<file path="config.mk">
export PLATFORM = sky130hd
export DESIGN_NAME = lock_sequence_fsm_flat
export DESIGN_NICKNAME = d
export VERILOG_FILES = /design/src/rtl/lock_sequence_fsm_pkg.sv /design/src/rtl/lock_sequence_fsm_if.sv /design/src/rtl/lock_sequence_fsm_timer.sv /design/src/rtl/lock_sequence_fsm.sv /design/src/flat_wrapper.sv
export SDC_FILE = /design/constraint.sdc
export NUM_CORES = 1
export LEC_CHECK = 0
export CELL_PAD_IN_SITES_DETAIL_PLACEMENT = 0
export CELL_PAD_IN_SITES_GLOBAL_PLACEMENT = 1
export CORE_UTILIZATION = 39
export CTS_BUF_LIST = sky130_fd_sc_hd__clkbuf_8
export CTS_CLUSTER_DIAMETER = 80
export DETAILED_ROUTE_END_ITERATION = 16
export PLACE_DENSITY_LB_ADDON = 0.1
export SLEW_MARGIN = 10
export SYNTH_ARGS = -nofsm -noshare
export SYNTH_HDL_FRONTEND = slang
export SYNTH_SLANG_ARGS = --single-unit
</file>
<file path="constraint.sdc">
create_clock -name Clock -period 5.4 [get_ports Clock]
set_clock_uncertainty 0.05 [all_clocks]
set_input_delay 1.08 -clock Clock [delete_from_list [all_inputs] [get_ports Clock]]
set_output_delay 1.08 -clock Clock [all_outputs]
set_load 0.005 [all_outputs]
</file>
<file path="src/rtl/lock_sequence_fsm_pkg.sv">
// -----------------------------------------------------------------------------
// lock_pkg
// Definitions shared by the lock sequencer and the downstream output decoder:
//   - DIGIT_W : width of one keypad digit
//   - state_e : the 4-bit Present_State encodings. UNLOCKED (0011) and
//               ALARM (0111) are decoded directly by the output stage and must
//               never move.
//   - is_entry_state() : states in which the entry-timeout timer is active
// -----------------------------------------------------------------------------
package lock_pkg;

  localparam int unsigned DIGIT_W = 4;

  typedef enum logic [3:0] {
    ST_IDLE     = 4'b0000,
    ST_D1_OK    = 4'b0001,
    ST_D2_OK    = 4'b0010,
    ST_UNLOCKED = 4'b0011,
    ST_ERR1     = 4'b0100,
    ST_ERR2     = 4'b0101,
    ST_FAIL     = 4'b0110,
    ST_ALARM    = 4'b0111
  } state_e;

  // An entry is in progress (at least one digit taken, fewer than three).
  function automatic logic is_entry_state(input state_e s);
    return (s inside {ST_D1_OK, ST_D2_OK, ST_ERR1, ST_ERR2});
  endfunction

endpackage

</file>
<file path="src/rtl/lock_sequence_fsm_if.sv">
// -----------------------------------------------------------------------------
// lock_sequence_fsm_if
// Keypad-side inputs and decoder-side outputs of the lock sequencer.
//   Key_Valid     : one-cycle strobe, a digit is present
//   Key_Value     : digit value, meaningful only with Key_Valid
//   Lock_Cmd      : level request to relock early from UNLOCKED
//   Present_State : registered state code for the output decoder
//   Fail_Count    : registered count of consecutive failed entries
// Modports: master = keypad/controller side, slave = the sequencer.
// -----------------------------------------------------------------------------
interface lock_sequence_fsm_if;
  import lock_pkg::*;

  logic               Key_Valid;
  logic [DIGIT_W-1:0] Key_Value;
  logic               Lock_Cmd;
  logic [3:0]         Present_State;
  logic [3:0]         Fail_Count;

  modport master (
    output Key_Valid, Key_Value, Lock_Cmd,
    input  Present_State, Fail_Count
  );

  modport slave (
    input  Key_Valid, Key_Value, Lock_Cmd,
    output Present_State, Fail_Count
  );

endinterface

</file>
<file path="src/rtl/lock_sequence_fsm_timer.sv">
// -----------------------------------------------------------------------------
// lock_cycle_timer
// Loadable down-counter measuring an interval in clock cycles.
//   clk_i     : clock, rising edge
//   clear_i   : synchronous clear to zero (highest priority, also the reset)
//   start_i   : load load_i; the loaded value counts the cycle after this edge
//               as cycle 1
//   load_i    : interval length in cycles
//   expired_o : high during the last cycle of the interval (count == 1), so a
//               consumer acting on it at the next edge ends the interval after
//               exactly load_i cycles
// The counter parks at zero once the interval is used up.
// -----------------------------------------------------------------------------
module lock_cycle_timer #(
  parameter int unsigned WIDTH = 8
) (
  input  logic             clk_i,
  input  logic             clear_i,
  input  logic             start_i,
  input  logic [WIDTH-1:0] load_i,
  output logic             expired_o
);

  logic [WIDTH-1:0] count_q;

  // NOTE: sequential state uses non-blocking assignments so every register
  // samples pre-edge values regardless of evaluation order.
  always_ff @(posedge clk_i) begin
    if (clear_i) begin
      count_q <= '0;
    end else if (start_i) begin
      count_q <= load_i;
    end else if (count_q != '0) begin
      count_q <= count_q - 1'b1;
    end
  end

  assign expired_o = (count_q == WIDTH'(1));

endmodule

</file>
<file path="src/rtl/lock_sequence_fsm.sv">
// -----------------------------------------------------------------------------
// lock_sequence_fsm
// State register and next-state logic of the automatic lock. Checks a 3-digit
// combination entered on the keypad, unlocks for a fixed hold time, counts
// consecutive failed entries and latches ALARM once MAX_ATTEMPTS is reached.
//   Clock : system clock, rising edge
//   Reset : synchronous, active-high; overrides every other event
//   bus   : slave side of lock_sequence_fsm_if (keys in, state/count out)
// Both outputs come straight from registers; there is no combinational path
// from any input to Present_State or Fail_Count.
// -----------------------------------------------------------------------------
module lock_sequence_fsm
  import lock_pkg::*;
#(
  parameter logic [DIGIT_W-1:0] CODE_D0       = 4'd1,
  parameter logic [DIGIT_W-1:0] CODE_D1       = 4'd2,
  parameter logic [DIGIT_W-1:0] CODE_D2       = 4'd3,
  parameter int unsigned        MAX_ATTEMPTS  = 3,     // 1..15
  parameter int unsigned        UNLOCK_CYCLES = 16,    // >= 1
  parameter int unsigned        ENTRY_TIMEOUT = 1000   // >= 2
) (
  input logic                 Clock,
  input logic                 Reset,
  lock_sequence_fsm_if.slave  bus
);

  localparam int unsigned ENTRY_W  = $clog2(ENTRY_TIMEOUT + 1);
  localparam int unsigned UNLOCK_W = $clog2(UNLOCK_CYCLES + 1);

  localparam logic [ENTRY_W-1:0]  ENTRY_LOAD  = ENTRY_W'(ENTRY_TIMEOUT);
  localparam logic [UNLOCK_W-1:0] UNLOCK_LOAD = UNLOCK_W'(UNLOCK_CYCLES);
  localparam logic [3:0]          MAX_FAILS   = 4'(MAX_ATTEMPTS);

  state_e     state_q;
  logic [3:0] fail_q;
  logic [3:0] fail_d;

  logic               key_valid;
  logic [DIGIT_W-1:0] key_value;
  logic               lock_cmd;

  logic entry_start, entry_clear, entry_expired;
  logic unlock_start, unlock_clear, unlock_expired;

  assign key_valid = bus.Key_Valid;
  assign key_value = bus.Key_Value;
  assign lock_cmd  = bus.Lock_Cmd;

  // Saturating increment applied when leaving FAIL.
  assign fail_d = (fail_q >= MAX_FAILS) ? MAX_FAILS : fail_q + 4'd1;

  // ---------------------------------------------------------------------------
  // Timer control. Every key that lands in an entry state (D1_OK, D2_OK, ERR1,
  // ERR2) restarts the idle window; the third key of an entry leaves the entry
  // states, so the window is dropped there.
  // ---------------------------------------------------------------------------
  assign entry_start = key_valid && (state_q inside {ST_IDLE, ST_D1_OK, ST_ERR1});
  assign entry_clear = Reset || (key_valid && (state_q inside {ST_D2_OK, ST_ERR2}));

  assign unlock_start = key_valid && (state_q == ST_D2_OK) && (key_value == CODE_D2);
  // An early relock abandons the remaining hold time.
  assign unlock_clear = Reset || ((state_q == ST_UNLOCKED) && lock_cmd);

  lock_cycle_timer #(.WIDTH(ENTRY_W)) u_entry_timer (
    .clk_i     (Clock),
    .clear_i   (entry_clear),
    .start_i   (entry_start),
    .load_i    (ENTRY_LOAD),
    .expired_o (entry_expired)
  );

  lock_cycle_timer #(.WIDTH(UNLOCK_W)) u_unlock_timer (
    .clk_i     (Clock),
    .clear_i   (unlock_clear),
    .start_i   (unlock_start),
    .load_i    (UNLOCK_LOAD),
    .expired_o (unlock_expired)
  );

  // ---------------------------------------------------------------------------
  // Sequencer. In the entry states a key always takes precedence over an
  // expiring idle window.
  // ---------------------------------------------------------------------------
  always_ff @(posedge Clock) begin
    // NOTE: reset is tested first inside the clocked block, so it is sampled
    // synchronously and beats keys, Lock_Cmd, the hold timer and ALARM.
    if (Reset) begin
      state_q <= ST_IDLE;
      fail_q  <= '0;
    end else begin
      case (state_q)
        ST_IDLE: begin
          if (key_valid) begin
            state_q <= (key_value == CODE_D0) ? ST_D1_OK : ST_ERR1;
          end
        end

        ST_D1_OK: begin
          if (key_valid) begin
            state_q <= (key_value == CODE_D1) ? ST_D2_OK : ST_ERR2;
          end else if (entry_expired) begin
            state_q <= ST_IDLE;
          end
        end

        ST_D2_OK: begin
          if (key_valid) begin
            if (key_value == CODE_D2) begin
              state_q <= ST_UNLOCKED;
              fail_q  <= '0;
            end else begin
              state_q <= ST_FAIL;
            end
          end else if (entry_expired) begin
            state_q <= ST_IDLE;
          end
        end

        // After a wrong digit the remaining digits are only counted, so a
        // failed entry is indistinguishable in length from a correct one.
        ST_ERR1: begin
          if (key_valid) begin
            state_q <= ST_ERR2;
          end else if (entry_expired) begin
            state_q <= ST_IDLE;
          end
        end

        ST_ERR2: begin
          if (key_valid) begin
            state_q <= ST_FAIL;
          end else if (entry_expired) begin
            state_q <= ST_IDLE;
          end
        end

        // Single-cycle bookkeeping state; any key arriving here is dropped.
        ST_FAIL: begin
          fail_q  <= fail_d;
          state_q <= (fail_d == MAX_FAILS) ? ST_ALARM : ST_IDLE;
        end

        ST_UNLOCKED: begin
          if (lock_cmd || unlock_expired) begin
            state_q <= ST_IDLE;
          end
        end

        ST_ALARM: begin
          state_q <= ST_ALARM;
        end

        // Codes 1000-1111 recover to IDLE; the failure history is kept.
        default: begin
          state_q <= ST_IDLE;
        end
      endcase
    end
  end

  assign bus.Present_State = state_q;
  assign bus.Fail_Count    = fail_q;

endmodule

</file>
<file path="src/flat_wrapper.sv">
// flat-port wrapper written by rule: the top's interface ports become plain ports
module lock_sequence_fsm_flat import lock_pkg::*;
#(
  parameter logic [DIGIT_W-1:0] CODE_D0       = 4'd1,
  parameter logic [DIGIT_W-1:0] CODE_D1       = 4'd2,
  parameter logic [DIGIT_W-1:0] CODE_D2       = 4'd3,
  parameter int unsigned        MAX_ATTEMPTS  = 3,             
  parameter int unsigned        UNLOCK_CYCLES = 16,           
  parameter int unsigned        ENTRY_TIMEOUT = 1000          
)
  (Clock, Reset, bus_Key_Valid, bus_Key_Value, bus_Lock_Cmd, bus_Present_State, bus_Fail_Count);
  lock_sequence_fsm_if bus_i ();
  input logic Clock;
  input logic Reset;
  input wire logic [$bits(bus_i.Key_Valid)-1:0] bus_Key_Valid;
  input wire logic [$bits(bus_i.Key_Value)-1:0] bus_Key_Value;
  input wire logic [$bits(bus_i.Lock_Cmd)-1:0] bus_Lock_Cmd;
  output wire logic [$bits(bus_i.Present_State)-1:0] bus_Present_State;
  output wire logic [$bits(bus_i.Fail_Count)-1:0] bus_Fail_Count;
  assign bus_i.Key_Valid = bus_Key_Valid;
  assign bus_i.Key_Value = bus_Key_Value;
  assign bus_i.Lock_Cmd = bus_Lock_Cmd;
  assign bus_Present_State = bus_i.Present_State;
  assign bus_Fail_Count = bus_i.Fail_Count;
  lock_sequence_fsm #(.CODE_D0(CODE_D0), .CODE_D1(CODE_D1), .CODE_D2(CODE_D2), .MAX_ATTEMPTS(MAX_ATTEMPTS), .UNLOCK_CYCLES(UNLOCK_CYCLES), .ENTRY_TIMEOUT(ENTRY_TIMEOUT)) u_core (.Clock(Clock), .Reset(Reset), .bus(bus_i));
endmodule
</file>
* Word level (Yosys, flattened, before mapping) *
Index checks and enable logic that the tools add are counted.

word-level totals
  bits in registers = 23
  bits of input ports = 8
  output and inout bits = 8
  logic and storage cells = 67

cells by class
  $add $sub $neg = 3
  order comparisons = 1
  equal/unequal tests = 17
  multiplexer cells = 20
  reduce and logical (&&, ||, !) cells = 20

operator list
  operator                 number
  $mux W4                  10
  $pmux W4 S8              1
  $eq A4 B2 Y1 const B     5
  $mux W10                 2
  $eq A4 B3 Y1 const B     4
  $mux W3                  4
  $eq A10 B1 Y1 const B    1
  $mux W5                  2
  $reduce_bool A10 Y1      1
  $sub A10 B1 Y10 const B  1
  $eq A4 B1 Y1 const B     2
  $ne A2 B2 Y1 const B     4
  $pmux W4 S2              1
  $reduce_bool A2 Y1       4
  $eq A5 B1 Y1 const B     1
  $logic_and A1 B1 Y1      5
  $reduce_bool A5 Y1       1
  $sub A5 B1 Y5 const B    1
  $add A4 B1 Y4 const B    1
  $ge A4 B2 Y1 const B     1
  $logic_not A4 Y1         1
  $reduce_or A2 Y1         2
  $logic_or A1 B1 Y1       3
  $reduce_and A3 Y1        1
  2 further kinds          2

* Logic depth before layout (Yosys ltp) *
Gate-level depths: netlist (run 1).

  word-level depth = 5
  mapped depth = 7

* Cells and area by module *
From an unflattened synthesis (run 1), not the netlist that was laid out.

unflattened totals
  cell total of the unflattened synthesis = 186
  area, all modules = 1561.5 µm²

modules (own cells, without submodules)
  module                                    times used  cells an instance  area each (µm²)  seq. area each (µm²)
  lock_sequence_fsm                         1           79                 644.4            160.2
  lock_cycle_timer (u_core.u_entry_timer)   1           72                 608.1            200.2
  lock_cycle_timer (u_core.u_unlock_timer)  1           35                 309.0            100.1

* Least setup slack after synthesis (run 1) *
No wires, ideal clock.

  path kind = input port to flip-flop
  start point = input port bus_Key_Valid
  end point = register u_core.u_entry_timer.count_q[3]
  arrival = 2216 ps
  required time = 5258 ps
  slack = 3043 ps
  stages on the path = 5
  buffers on the path = 1
  cells stage by stage = buf_2 nand2b_1 a211oi_1 nor2_1 a311oi_1

on the way
  longest elaborated chain between the ends = 2

ends and longest elaborated chain
  item                                           line                                              source
  start: declaration                             flat_wrapper.sv:15                                input wire logic [$bits(bus_i.Key_Valid)-1:0] bus_Key_Valid;
  $logic_and A1 B1 Y1, on equally long branches  lock_sequence_fsm.sv:57, lock_sequence_fsm.sv:58
  $mux W10, or another cell as far along         lock_sequence_fsm_timer.sv:31                     end else if (start_i) begin
  end signal: assignment                         lock_sequence_fsm_timer.sv:32                     count_q <= load_i;
  end signal: assignment                         lock_sequence_fsm_timer.sv:34                     count_q <= count_q - 1'b1;
  end: declaration                               lock_sequence_fsm_timer.sv:24                     logic [WIDTH-1:0] count_q;

Parallel ways exist; a longest one is shown, timed or not.
A chain may end at the register's enable or synchronous reset.

* Worst setup path in the final report (run 1) *
Same ends and word-level chain as after synthesis.

==> results of run 1 <==
final cells by class:
type / instances / area [um^2]
inverter: 12 / 45.0
clock buffer: 3 / 41.3
timing repair buffer: 15 / 150
sequential: 23 / 460
clock inverter: 1 / 3.75
multi-input combinational: 131 / 875
tap: 46 / 57.6
fill: 353 / 1780
synth_stat cells, types with 5 or more instances:
library cell and number:
dfxtp_1 23, nor2_1 15, a21oi_1 13, inv_1 12, nor3_1 12, nand2_1 9
ha_1 7, nor2b_1 7, o21ai_0 6, a31oi_1 5, clkbuf_1 5
layer usage:
| metal | wire [um] | part of all wire | GRT usage |
|---|---|---|---|
| met1 | 1590 | 0.50 | 0.220 |
| met2 | 1500 | 0.47 | 0.298 |
| met3 | 87 | 0.027 | 0.0441 |
| met4 | 18 | 0.0056 | 0.0349 |
| met5 | 0 | 0 | 0 |
report_power, final:
| group | internal, mW | total, mW | switching [mW] |
|---|---|---|---|
| Combinational | 0.120 | 0.258 | 0.138 |
| Sequential | 0.211 | 0.252 | 0.0409 |
| Clock | 0.0508 | 0.107 | 0.0559 |
| Total | 0.382 | 0.616 | 0.234 |
state kept, by name, summed over array words and instances, names as in the netlist:
signal,count
u_core.bus.Fail_Count,4
u_core.u_entry_timer.count_q,10
u_core.bus.Present_State,4
u_core.u_unlock_timer.count_q,5
stage by stage:
stage	area (um^2)	hold WS, ps	util
after global placement	1590	426	0.465
after global routing	1630	465	0.478
final	1630	444	0.478
after detailed placement	1590	436	0.465
after floorplan	1420	429	-
after CTS	1630	450	0.478
worst reg2reg max path: cells and delay by family, from the launching register on:
kind	cells	cell delay [ps]
AOI/OAI and AO/OA	1	380
adders and majority gates	1	170
buffers and inverters	1	110
DFF	1	350
and+or+nand+nor	2	1000
how the worst min path moves through the flow:
stage | slack, ps | endpoint | cells past startpoint | start
after floorplan | 430 | u_core.u_unlock_timer.count_q[1] | 2 | u_core.u_unlock_timer.count_q[1]
after global placement | 430 | u_core.bus.Fail_Count[3] | 1 | u_core.bus.Fail_Count[3]
after detailed placement | 440 | u_core.bus.Fail_Count[2] | 1 | u_core.bus.Fail_Count[2]
after CTS | 450 | u_core.bus.Fail_Count[2] | 1 | u_core.bus.Fail_Count[2]
after global routing | 470 | u_core.bus.Fail_Count[3] | 1 | u_core.bus.Fail_Count[3]
final | 440 | u_core.bus.Fail_Count[3] | 1 | u_core.bus.Fail_Count[3]
cell families (layout without fill, tap and decap cells):
kind of cell             after synthesis  in the layout  share of synthesized area
AO/OA/AOI/OAI                         46             46                      0.226
XOR/XNOR                               7              7                     0.0432
adder cells (fa/ha/maj)                7              7                     0.0617
buffers and inverters                 20             31                     0.0591
flip-flops                            23             23                      0.325
multiplexers                           2              2                     0.0141
other                                  1              1                    0.00264
AND/OR/NAND/NOR                       68             68                      0.269
==> impl_metrics.yaml, run 1 <==
drt:
  vias: 1291
  firstDrtPassIters: 4
  ant_nets: 0
  avgViaCountPerCell: 5.59
  first_iter_violations: 28
  drc: 0
  routed_wl_mm: 3.19
  wire_per_inst_um: 13.8
worst_setup_path:
  cp_top_family: "compound AO/OA/AOI/OAI gates"
  required_ps: 5530
  arrival_ps: 3070
  critPathBufInv: 1
  path_max_fanout: 10
  cp.depth: 5
  cp-end-kind: "flop"
  crit_slowest_cell: "a211oi_1"
  critical_path.max_stage_delay_ps: 790
  crit_chain: "clkdlybuf4s50_1 > nand2b_1 > a211oi_1 > nor2_1 > a311oi_1"
  worstSetupEndpoint: "u_core.u_entry_timer.count_q[3]"
  startpoint_type: "primary input"
  crit_type: "in -> reg"
  cp-startpoint: "bus_Key_Valid"
  timing.rr.end: "u_core.u_entry_timer.count_q[1]"
  timing.rr.start: "u_core.u_entry_timer.count_q[0]"
  reg2reg_slack_ps: 3230
  r2r_cells: 5
global_route:
  grt_pass1_vias: 1166
  antenna_found_initial: 0
  grt_pass1_wl_mm: 5.42
  grtUsageTotal: 0.174
  grt_max_degree: 20
  overflow: 0
timing:
  tns_ps: 0
  slew_headroom: 0.381
  final-hold-violation-count: 0
  rsz0062_at_grt: "no"
  postLayoutSetupSlackWorst_ps: 2460
  slew_violations: 0
  final-setup-viol-count: 0
  max_freq_ghz: 0.340
  period_share: 0.544
  timing.final.crit_period_ps: 2940
  tightest_slew_ps: 922
place:
  gp_congestion: 0.815
  placed_cells: 227
  dpl_worst_slack_ps: 2190
  dp_hpwl_mm: 2.36
  io_buffers: 15
logic_synthesis:
  synth_edf_count: 0
  ys_seq_elements: 23
  synth_nets: 189
  syn_inst: 174
  synthArstFlopShare: 0
  ys_top_cells_by_area: "dfxtp_1, ha_1, a21oi_1"
  synthDistinctLibCells: 51
  synth_top_area_cell: "dfxtp_1"
  ys_warn_count: 0
  postSynthAreaPerCell_um2: 8.15
  synth.top_cell.area_share: 0.325
  netlist_area_um2: 1420
  synth_ff_type: "dfxtp_1"
  synth_seq_area_share: 0.325
die:
  core_area_um2: 3420
  top_level_ports: 16
  row_count: 21
  die_x_um: 62.3
  start_util: 0.415
  dieArea_um2: 3880
  die_y_um: 62.3
job:
  drv_cap: 0
clock_network:
  cts_tree: "done"
  cts_root_buf: "clkbuf_8"
  holdBufCountCts: 0
  clk_latency_ps: 260
  clock_path_buffers: 2
  clk_pin_slew_ps: 80
  cts.sink_count: 23
  h-tree-depth: 1
  postCtsSetupRepairBufs: 0
  cts_buffers: 3
  ctsResizeCount: 0
power:
  power.total_mw: 0.616
  p_leak_nw: 0.621
  power_density_nw_per_um2: 377
  max-vdd-ir-drop_uv: 132
layout:
  syn2layout_area_growth_pct: 15.1
  drive_above_1_share: 0.0378
  final_cells: 231
  finalNetCount: 201
  final_common_cell: "dfxtp_1"
  final_cell_mix: "dfxtp_1, nor2_1, clkdlybuf4s50_1"
  diodes: 0
run_status:
  status: "finished clean"
hold_path:
  hp-class: "reg -> reg"
Power figures use the tool's default switching activity.
==> inputs of run 2 (changes only) <==
clock period = 2.6 ns   (was 5.4 ns; I/O delays follow)
==> run 2 against run 1 <==
  * First-iteration DRC count rose by 46%
  * Register-to-register slack got worse by 2800 ps
  * Cell count increased by 0.87%
  * Critical path depth shrank 4
  * Sequential power is 110% higher
  * Flip-flop and latch count is the same
  * Core utilization rose by 0.44 points
  * Via count grew 0.62%
  * Routed wire length decreased by 0.97%
==> impl_metrics.yaml, run 2 (same netlist as run 1, synthesis figures left out) <==
clock_network:
  clk_pin_slew_ps: 80
  cts.sink_count: 23
  ctsResizeCount: 0
  clock_path_buffers: 2
  cts_buffers: 3
  cts_root_buf: "clkbuf_8"
  h-tree-depth: 1
  clk_latency_ps: 260
  postCtsSetupRepairBufs: 0
  holdBufCountCts: 0
  cts_tree: "done"
global_route:
  grt_pass1_vias: 1173
  grt_max_degree: 20
  grt_pass1_wl_mm: 5.42
  antenna_found_initial: 0
  overflow: 0
  grtUsageTotal: 0.171
timing:
  final-hold-violation-count: 0
  timing.final.crit_period_ps: 2220
  fin_hold_ws_ps: 438
  period_share: 0.852
  tns_ps: 0
  tightest_slew_ps: 790
  max_freq_ghz: 0.451
  slew_violations: 0
  rsz0062_at_grt: "no"
  final-setup-viol-count: 0
  slew_headroom: 0.469
layout:
  diodes: 0
  final_cell_mix: "dfxtp_1, nor2_1, clkdlybuf4s50_1"
  final_util: 0.482
  drive_above_1_share: 0.0481
  syn2layout_area_growth_pct: 16.1
  reg.largest.list: "u_core.u_entry_timer.count_q x10, u_core.u_unlock_timer.count_q x5"
  largest_register_ffs: 10
  regMostFlops: "u_core.u_entry_timer.count_q"
  finalNetCount: 203
  final_common_cell: "dfxtp_1"
die:
  core_area_um2: 3420
  row_count: 21
  die_y_um: 62.3
  die_x_um: 62.3
  start_util: 0.415
  top_level_ports: 16
  dieArea_um2: 3880
place:
  io_buffers: 15
  gp_congestion: 0.858
  dp_hpwl_mm: 2.25
drt:
  first_iter_violations: 41
  firstDrtPassIters: 4
  routed_wl_mm: 3.16
  vias: 1299
  drc: 0
  avgViaCountPerCell: 5.58
  wire_per_inst_um: 13.6
  ant_nets: 0
worst_setup_path:
  required_ps: 2030
  crit_type: "reg -> out"
  cp_top_family: "flip-flops"
  arrival_ps: 1650
  crit_chain: "clkdlybuf4s50_1"
  critical_path.max_stage_delay_ps: 760
  reg2reg_slack_ps: 470
  path_max_fanout: 19
  cp-end-kind: "primary output"
  critPathBufInv: 1
  crit_slowest_cell: "dfxtp_1"
  startpoint_type: "flop"
run_status:
  status: "finished clean"
power:
  power_density_nw_per_um2: 778
  p_leak_nw: 0.631
  max-vdd-ir-drop_uv: 285
  power.total_mw: 1.28
hold_path:
  hp-class: "reg -> reg"
job:
  drv_cap: 0
## run 2: cell types whose count changed in the layout (fill, tap and decap cells not counted), sizes merged
cell | previous run | this run
buf | 0 | 2
## run 2: worst paths after layout
path	from	end	depth (start not counted)
setup / recovery	u_core.bus.Present_State[0]	bus_Present_State[0]	1
setup reg to reg	u_core.u_entry_timer.count_q[0]	u_core.u_entry_timer.count_q[1]	5
hold / removal	u_core.bus.Fail_Count[3]	u_core.bus.Fail_Count[3]	1
hold reg to reg	u_core.bus.Fail_Count[3]	u_core.bus.Fail_Count[3]	1
## run 2: stage by stage
step | instance area [um^2] | setup slack [ps] | cells
2_1_floorplan | 1420 | 625 | 174
3_3_place_gp | 1600 | 362 | 229
3_5_place_dp | 1600 | 304 | 229
4_1_cts | 1650 | 437 | 233
5_1_grt | 1650 | 299 | 233
6_report | 1650 | 385 | 233
## run 2: final cells by class
type,instances,area [um^2]
Sequential cell,23,460
Clock inverter,1,3.75
Tap cell,46,57.6
Multi-Input combinational cell,131,875
Timing Repair Buffer,17,165
Fill cell,362,1770
Inverter,12,45.0
Clock buffer,3,41.3
## run 2: routing by layer
metal | global-route usage | part of all wire | up-vias | routed length (um)
met2 | 0.286 | 0.47 | 27 | 1480
met4 | 0.0262 | 0.0057 | 0 | 18
met5 | 0 | 0 | - | 0
met1 | 0.229 | 0.49 | 608 | 1540
li1 | - | - | 662 | -
met3 | 0.0386 | 0.039 | 2 | 124
## run 2: power breakdown
part           internal, mW  leakage [nW]  switching [mW]
clock                 0.105        0.0269           0.115
sequential            0.437         0.189          0.0842
combinational         0.252         0.414           0.288
total                 0.795         0.631           0.487
==> inputs of run 3 (changes only) <==
CTS_CLUSTER_DIAMETER = 200   (was 80)
==> results of run 3 <==
No change in the layout: final DEF, timing and power equal those of run 2.
